$ cat src/rtl/sort_host.sv
// rtl/sort_host.sv - stream host for the fsm_sort engine: fill, kick, wait, drain
// Optional watchdog compiled in with SORT_HOST_TIMEOUT_EN.
module sort_host #(
    parameter int N       = 6,
    parameter int WIDTH   = 8,
    parameter int TIMEOUT = 64
) (
    input  logic             clk,
    input  logic             rst_n,
    input  logic             in_valid,
    output logic             in_ready,
    input  logic [WIDTH-1:0] in_data,
    output logic             out_valid,
    input  logic             out_ready,
    output logic [WIDTH-1:0] out_data,
    output logic             out_last,
    output logic             sort_start,
    output logic [WIDTH-1:0] sort_data_in [N],
    input  logic             sort_done,
    input  logic [WIDTH-1:0] sort_data_sorted [N],
    output logic             busy,
    output logic             error
);
    localparam int IW = (N > 1) ? $clog2(N) : 1;
    localparam logic [IW-1:0] LAST_IDX = IW'(N - 1);

    typedef enum logic [1:0] {FILL, KICK, WAIT, DRAIN} state_t;
    state_t state, state_nxt;

    logic [IW-1:0]    wr_idx;
    logic [IW-1:0]    rd_idx;
    logic [WIDTH-1:0] load [N];
    logic [WIDTH-1:0] res  [N];
    logic             in_fire;
    logic             out_fire;
    logic             timeout_hit;

    assign in_fire  = in_valid && in_ready;
    assign out_fire = out_valid && out_ready;

`ifdef SORT_HOST_TIMEOUT_EN
    localparam int CW = $clog2(TIMEOUT + 1);
    logic [CW-1:0] wd_cnt;
    logic          error_q;

    // sort_done wins over a watchdog expiry landing in the same cycle
    assign timeout_hit = (state == WAIT) && !sort_done && (wd_cnt == CW'(TIMEOUT - 1));

    always_ff @(posedge clk) begin
        if (!rst_n) begin
            wd_cnt  <= '0;
            error_q <= 1'b0;
        end else begin
            if (state == WAIT && !sort_done && !timeout_hit)
                wd_cnt <= wd_cnt + 1'b1;
            else
                wd_cnt <= '0;
            if (timeout_hit)
                error_q <= 1'b1;
        end
    end

    assign error = error_q;
`else
    assign timeout_hit = 1'b0;
    assign error       = 1'b0;
`endif

    always_ff @(posedge clk) begin
        if (!rst_n)
            state <= FILL;
        else
            state <= state_nxt;
    end

    always_comb begin
        state_nxt  = state;
        in_ready   = 1'b0;
        out_valid  = 1'b0;
        sort_start = 1'b0;
        busy       = 1'b0;
        case (state)
            FILL: begin
                in_ready = 1'b1;
                if (in_valid && wr_idx == LAST_IDX)
                    state_nxt = KICK;
            end
            KICK: begin
                sort_start = 1'b1;
                busy       = 1'b1;
                state_nxt  = WAIT;
            end
            WAIT: begin
                busy = 1'b1;
                if (sort_done)
                    state_nxt = DRAIN;
                else if (timeout_hit)
                    state_nxt = FILL;
            end
            DRAIN: begin
                busy      = 1'b1;
                out_valid = 1'b1;
                if (out_ready && rd_idx == LAST_IDX)
                    state_nxt = FILL;
            end
            default: state_nxt = FILL;
        endcase
    end

    always_ff @(posedge clk) begin
        if (!rst_n) begin
            wr_idx <= '0;
            rd_idx <= '0;
            for (int k = 0; k < N; k++) begin
                load[k] <= '0;
                res[k]  <= '0;
            end
        end else begin
            if (in_fire) begin
                load[wr_idx] <= in_data;
                wr_idx       <= (wr_idx == LAST_IDX) ? '0 : wr_idx + 1'b1;
            end
            if (state == WAIT && sort_done) begin
                for (int k = 0; k < N; k++)
                    res[k] <= sort_data_sorted[k];
                rd_idx <= '0;
            end else if (out_fire) begin
                rd_idx <= (rd_idx == LAST_IDX) ? '0 : rd_idx + 1'b1;
            end
            // an abandoned job must not leak its words into the next one
            if (timeout_hit) begin
                for (int k = 0; k < N; k++)
                    load[k] <= '0;
            end
        end
    end

    assign sort_data_in = load;
    assign out_data     = out_valid ? res[rd_idx] : '0;
    assign out_last     = out_valid && (rd_idx == LAST_IDX);

endmodule
$ cat config.mk
export PLATFORM = sky130hd
export DESIGN_NAME = sort_host
export DESIGN_NICKNAME = d
export VERILOG_FILES = /design/src/rtl/sort_host.sv
export SDC_FILE = /design/constraint.sdc
export NUM_CORES = 1
export LEC_CHECK = 0
export CAP_MARGIN = 10
export CELL_PAD_IN_SITES_DETAIL_PLACEMENT = 1
export CELL_PAD_IN_SITES_GLOBAL_PLACEMENT = 1
export CORE_MARGIN = 5
export CORE_UTILIZATION = 40
export DETAILED_ROUTE_END_ITERATION = 6
export GPL_TIMING_DRIVEN = 0
export PLACE_DENSITY = 0.94
export SLEW_MARGIN = 20
export SYNTH_ARGS = -nofsm -noshare
export SYNTH_HDL_FRONTEND = slang
export SYNTH_SLANG_ARGS = --single-unit
$ cat constraint.sdc
create_clock -name clk -period 3.93 [get_ports clk]
set_input_delay 1.179 -clock clk [delete_from_list [all_inputs] [get_ports clk]]
set_output_delay 1.179 -clock clk [all_outputs]
set_load 0.02 [all_outputs]
==> flow_results.org <==
** Run status
- Outcome :: completed

** Yosys
- Of the synthesized area, sequential elements account for 0.575.
- Post-Synthesis Cell Area :: 4560 um2
- A synthesized cell averages 10.9 um2.
- Mapped Nets :: 486
- Netlist cell types :: 38
- Most repeated cell in the gate-level netlist after synthesis :: dfxtp_1
- Cell accounting for the most synthesized area :: edfxtp_1
- In the synthesized netlist, the number of instances is 420.
- The synthesized design contains 48 enable-type register cells.
- After synthesis the netlist holds a flip-flop and latch count of 107.
- In the synthesized netlist the dominant register cell turns out to be dfxtp_1.
- For this run, the number of Yosys warnings is 0.
- The commonest cells after synthesis are dfxtp_1 (59), nand3_1 (51), a21oi_1 (50).
- Top-area cell type share of the netlist area :: 0.316
- Top cells by area, synth :: edfxtp_1 (32%), dfxtp_1 (26%), and2_1 (6.6%)
- Async S/R FF share, synth :: 0

** Routing
- For this run, the detailed router's first-pass iteration total came to 5.
- First-iteration detailed-routing DRC count :: 176
- DRC errors left :: 0
- Number of nets with antenna violations after routing :: 0
- Via density :: 5.37
- Detail-routed net length per standard cell :: 20.3 um
- Summing over every cut layer, the via total after detailed routing is 3762.
- For this block, the routed nets add up to 14200 um of wire.

** CTS
- The H-tree was split into 3 levels.
- Number of CTS-inserted buffers :: 9
- After clock tree synthesis, the repair step resized 0 gates.
- Clock tree from TritonCTS :: yes
- For this design, the sink count on the clock tree is 107.
- CTS clock-pin slew for the worst setup and hold paths :: 0.07 ns
- Maximum root-to-sink buffer count :: 2
- Clock latency on the worst-skew pair :: 0.34 ns
- Post-CTS Setup Repair Bufs :: 0
- CTS Root Buffer Type :: clkbuf_16
- Post-CTS Hold Fix Bufs :: 0

** Global routing
- Global routing usage on met3 :: 0.0463
- First-pass GRT wire length :: 21900 um
- In the global route stage, overall resource usage came out at 0.212.
- Entering global routing, the biggest net connects 31 pins.
- Number of antenna violations at the first check in global routing :: 0
- The via count of the first global-routing pass came to 4076.
- In the global route stage, met1 resource usage came out at 0.249.
- For this run the aggregate overflow at the end of global routing stands at 0.
- Most Used Layer, Global Route :: met2
- In the global route stage, met2 resource usage came out at 0.383.

** Pwr
- For this design the ratio of total power to cell area is 381 nW/um2.
- The internal power of the cells totals 0.00181 W.
- Of the total power, registers draw 0.507.
- Static power due to leakage :: 2.31 nW
- Fraction of power spent switching nets :: 0.240
- VDD IR max :: 0.000216 V
- Clock network fraction of total power :: 0.381
- Summed over all nets, the switching power comes to 0.000571 W.
- Proportion of power drawn by combinational gates :: 0.112

** Floorplanning
- The floorplan step defined a die boundary enclosing 13600 um2.
- Starting utilization of the core area :: 0.403
- Chip height :: 117 um
- Pin placement for this block handled 123 I/O pins.
- The floorplan step set the die width to 117 um.
- The core region is 11300 um2.
- The initialized floorplan defines 39 standard-cell rows.

** Worst setup path
- Data on the critical path arrives at its endpoint at 2.35 ns.
- CP Max Fanout :: 10
- At the worst endpoint, the required time is 2.75 ns.
- Kind of start point of the critical path :: flip-flop
- Crit path capture type :: output port
- Worst Path Class, Setup :: reg -> out

** Timing
- Final setup fails :: 0
- Highest achievable clock rate :: 284 MHz
- Time the final worst path needs with I/O delays and setup :: 3.53 ns
- Relative slew slack :: 0.614
- The worst path meets setup with 0.403 ns of slack.
- Setup repair after global routing missed its margin :: no
- Final hold viol count :: 0
- In the finished design, the share of the clock period the worst path needs comes to 0.897.
- For the pin with the worst max-slew slack, the measured transition is 0.579 ns.
- Final max-slew violation count :: 0
- Adding up every negative setup slack in the final design gives 0 ns.
- Clock skew on the completed layout was measured at 0.00480 ns.
- Final hold analysis gives a worst-case slack of 0.484 ns.

** Layout
- The number of antenna diodes in the final layout is 0.
- Summing all non-filler instances in the final layout gives an area of 6260 um2.
- Once layout is complete, the utilization of the core stands at 0.553.
- Nets :: 618
- Number of fillers in the final layout :: 1240
- From synthesis to final layout, the design area changed by 37.4%.
- Fraction of final layout cells sized beyond drive strength 1 :: 0.0700

** Min path
- The tightest min-delay check is of the reg -> reg type.

** Place
- Port buffering added 120 buffers.
- Summed over all nets, the half-perimeter wirelength after detailed placement is 10700 um.
- At the placement stage, the worst setup path has a slack of 0.765 ns.
- Weighted congestion reported at the end of routability-driven placement :: 0.880
- Placed Area :: 5960 um2

** Flow run
- Max capacitance violation total :: 0
worst max-delay path, stage by stage (launching register included):
cell and delay [ns]:
dfxtp_1 0.40, ha_1 0.28, clkbuf_1 0.45, and4b_1 0.27
clkdlybuf4s50_1 0.60
placed cells by master (no fill, tap or decap), drive strengths merged, types with 2 or more instances in the layout:
cell type      Yosys  routed
clkdlybuf4s50      0     120
dfxtp             59      59
nand3             51      51
a21oi             50      50
o21ai             48      48
and2              48      48
edfxtp            48      48
clkbuf            19      32
buf               18      19
nand2             16      16
mux2i              9       9
o211a              9       9
mux4               8       8
nor2               6       6
inv                6       6
ha                 5       5
nand4b             3       3
and4b              2       2
a22oi              2       2
clkinvlp           0       2
sequential cells by signal (all words and copies together) (netlist names), named ones only:
name,count
sort_data_in,48
res,48
rd_idx,3
wr_idx,3
state,2
power groups by stage:
stage                     clock, W  combinational (W)  sequential [W]
after global routing      0.000968           0.000288         0.00121
after floorplan                  0           0.000107         0.00124
after detailed placement         0           0.000264         0.00123
after CTS                 0.000919           0.000267         0.00121
final                     0.000909           0.000266         0.00121
after global placement           0           0.000252         0.00123
kinds of logic (layout without fill, tap and decap cells):
kind of cell | count (synthesis) | count (layout) | synth area share
AO/OA/AOI/OAI | 111 | 111 | 0.135
XOR/XNOR | 2 | 2 | 0.00384
adder cells (fa/ha/maj) | 5 | 5 | 0.0137
buffers and inverters | 43 | 180 | 0.0453
flip-flops | 107 | 107 | 0.575
multiplexers | 17 | 17 | 0.0642
other | 1 | 1 | 0.000822
AND/OR/NAND/NOR | 134 | 134 | 0.162
stage by stage:
step | power (W) | std cells
floorplan | 0.00135 | 420
global placement | 0.00148 | 683
finish | 0.00238 | 700
CTS | 0.00240 | 700
global route | 0.00247 | 700
detailed placement | 0.00150 | 684
final cells by class:
type / instances / area, um2 / area share
Multi-Input combinational cell: 270 / 1730 / 0.277
Tap cell: 143 / 179 / 0.0286
Inverter: 6 / 22.5 / 0.00359
Clock inverter: 3 / 20.0 / 0.00320
Buffer: 37 / 184 / 0.0294
Sequential cell: 107 / 2620 / 0.419
Clock buffer: 13 / 282 / 0.0449
Timing Repair Buffer: 121 / 1220 / 0.195
final timing paths:
path,startpoint,end,slack (ns),cells after the start
max,state[1]$_SDFFE_PN0P_,out_last,0.40,4
min,sort_data_in[29]$_SDFFE_PN0P_,sort_data_in[29]$_SDFFE_PN0P_,0.48,2
max reg2reg,state[0]$_SDFFE_PN0P_,sort_data_in[34]$_SDFFE_PN0P_,2.00,7
min reg2reg,sort_data_in[29]$_SDFFE_PN0P_,sort_data_in[29]$_SDFFE_PN0P_,0.48,2
layer usage:
metal	vias up	share of wire
met4	0	0.016
met1	1841	0.39
met5	-	0
met2	132	0.52
met3	18	0.069
li1	1771	-
(Power assumes the default switching activity.)
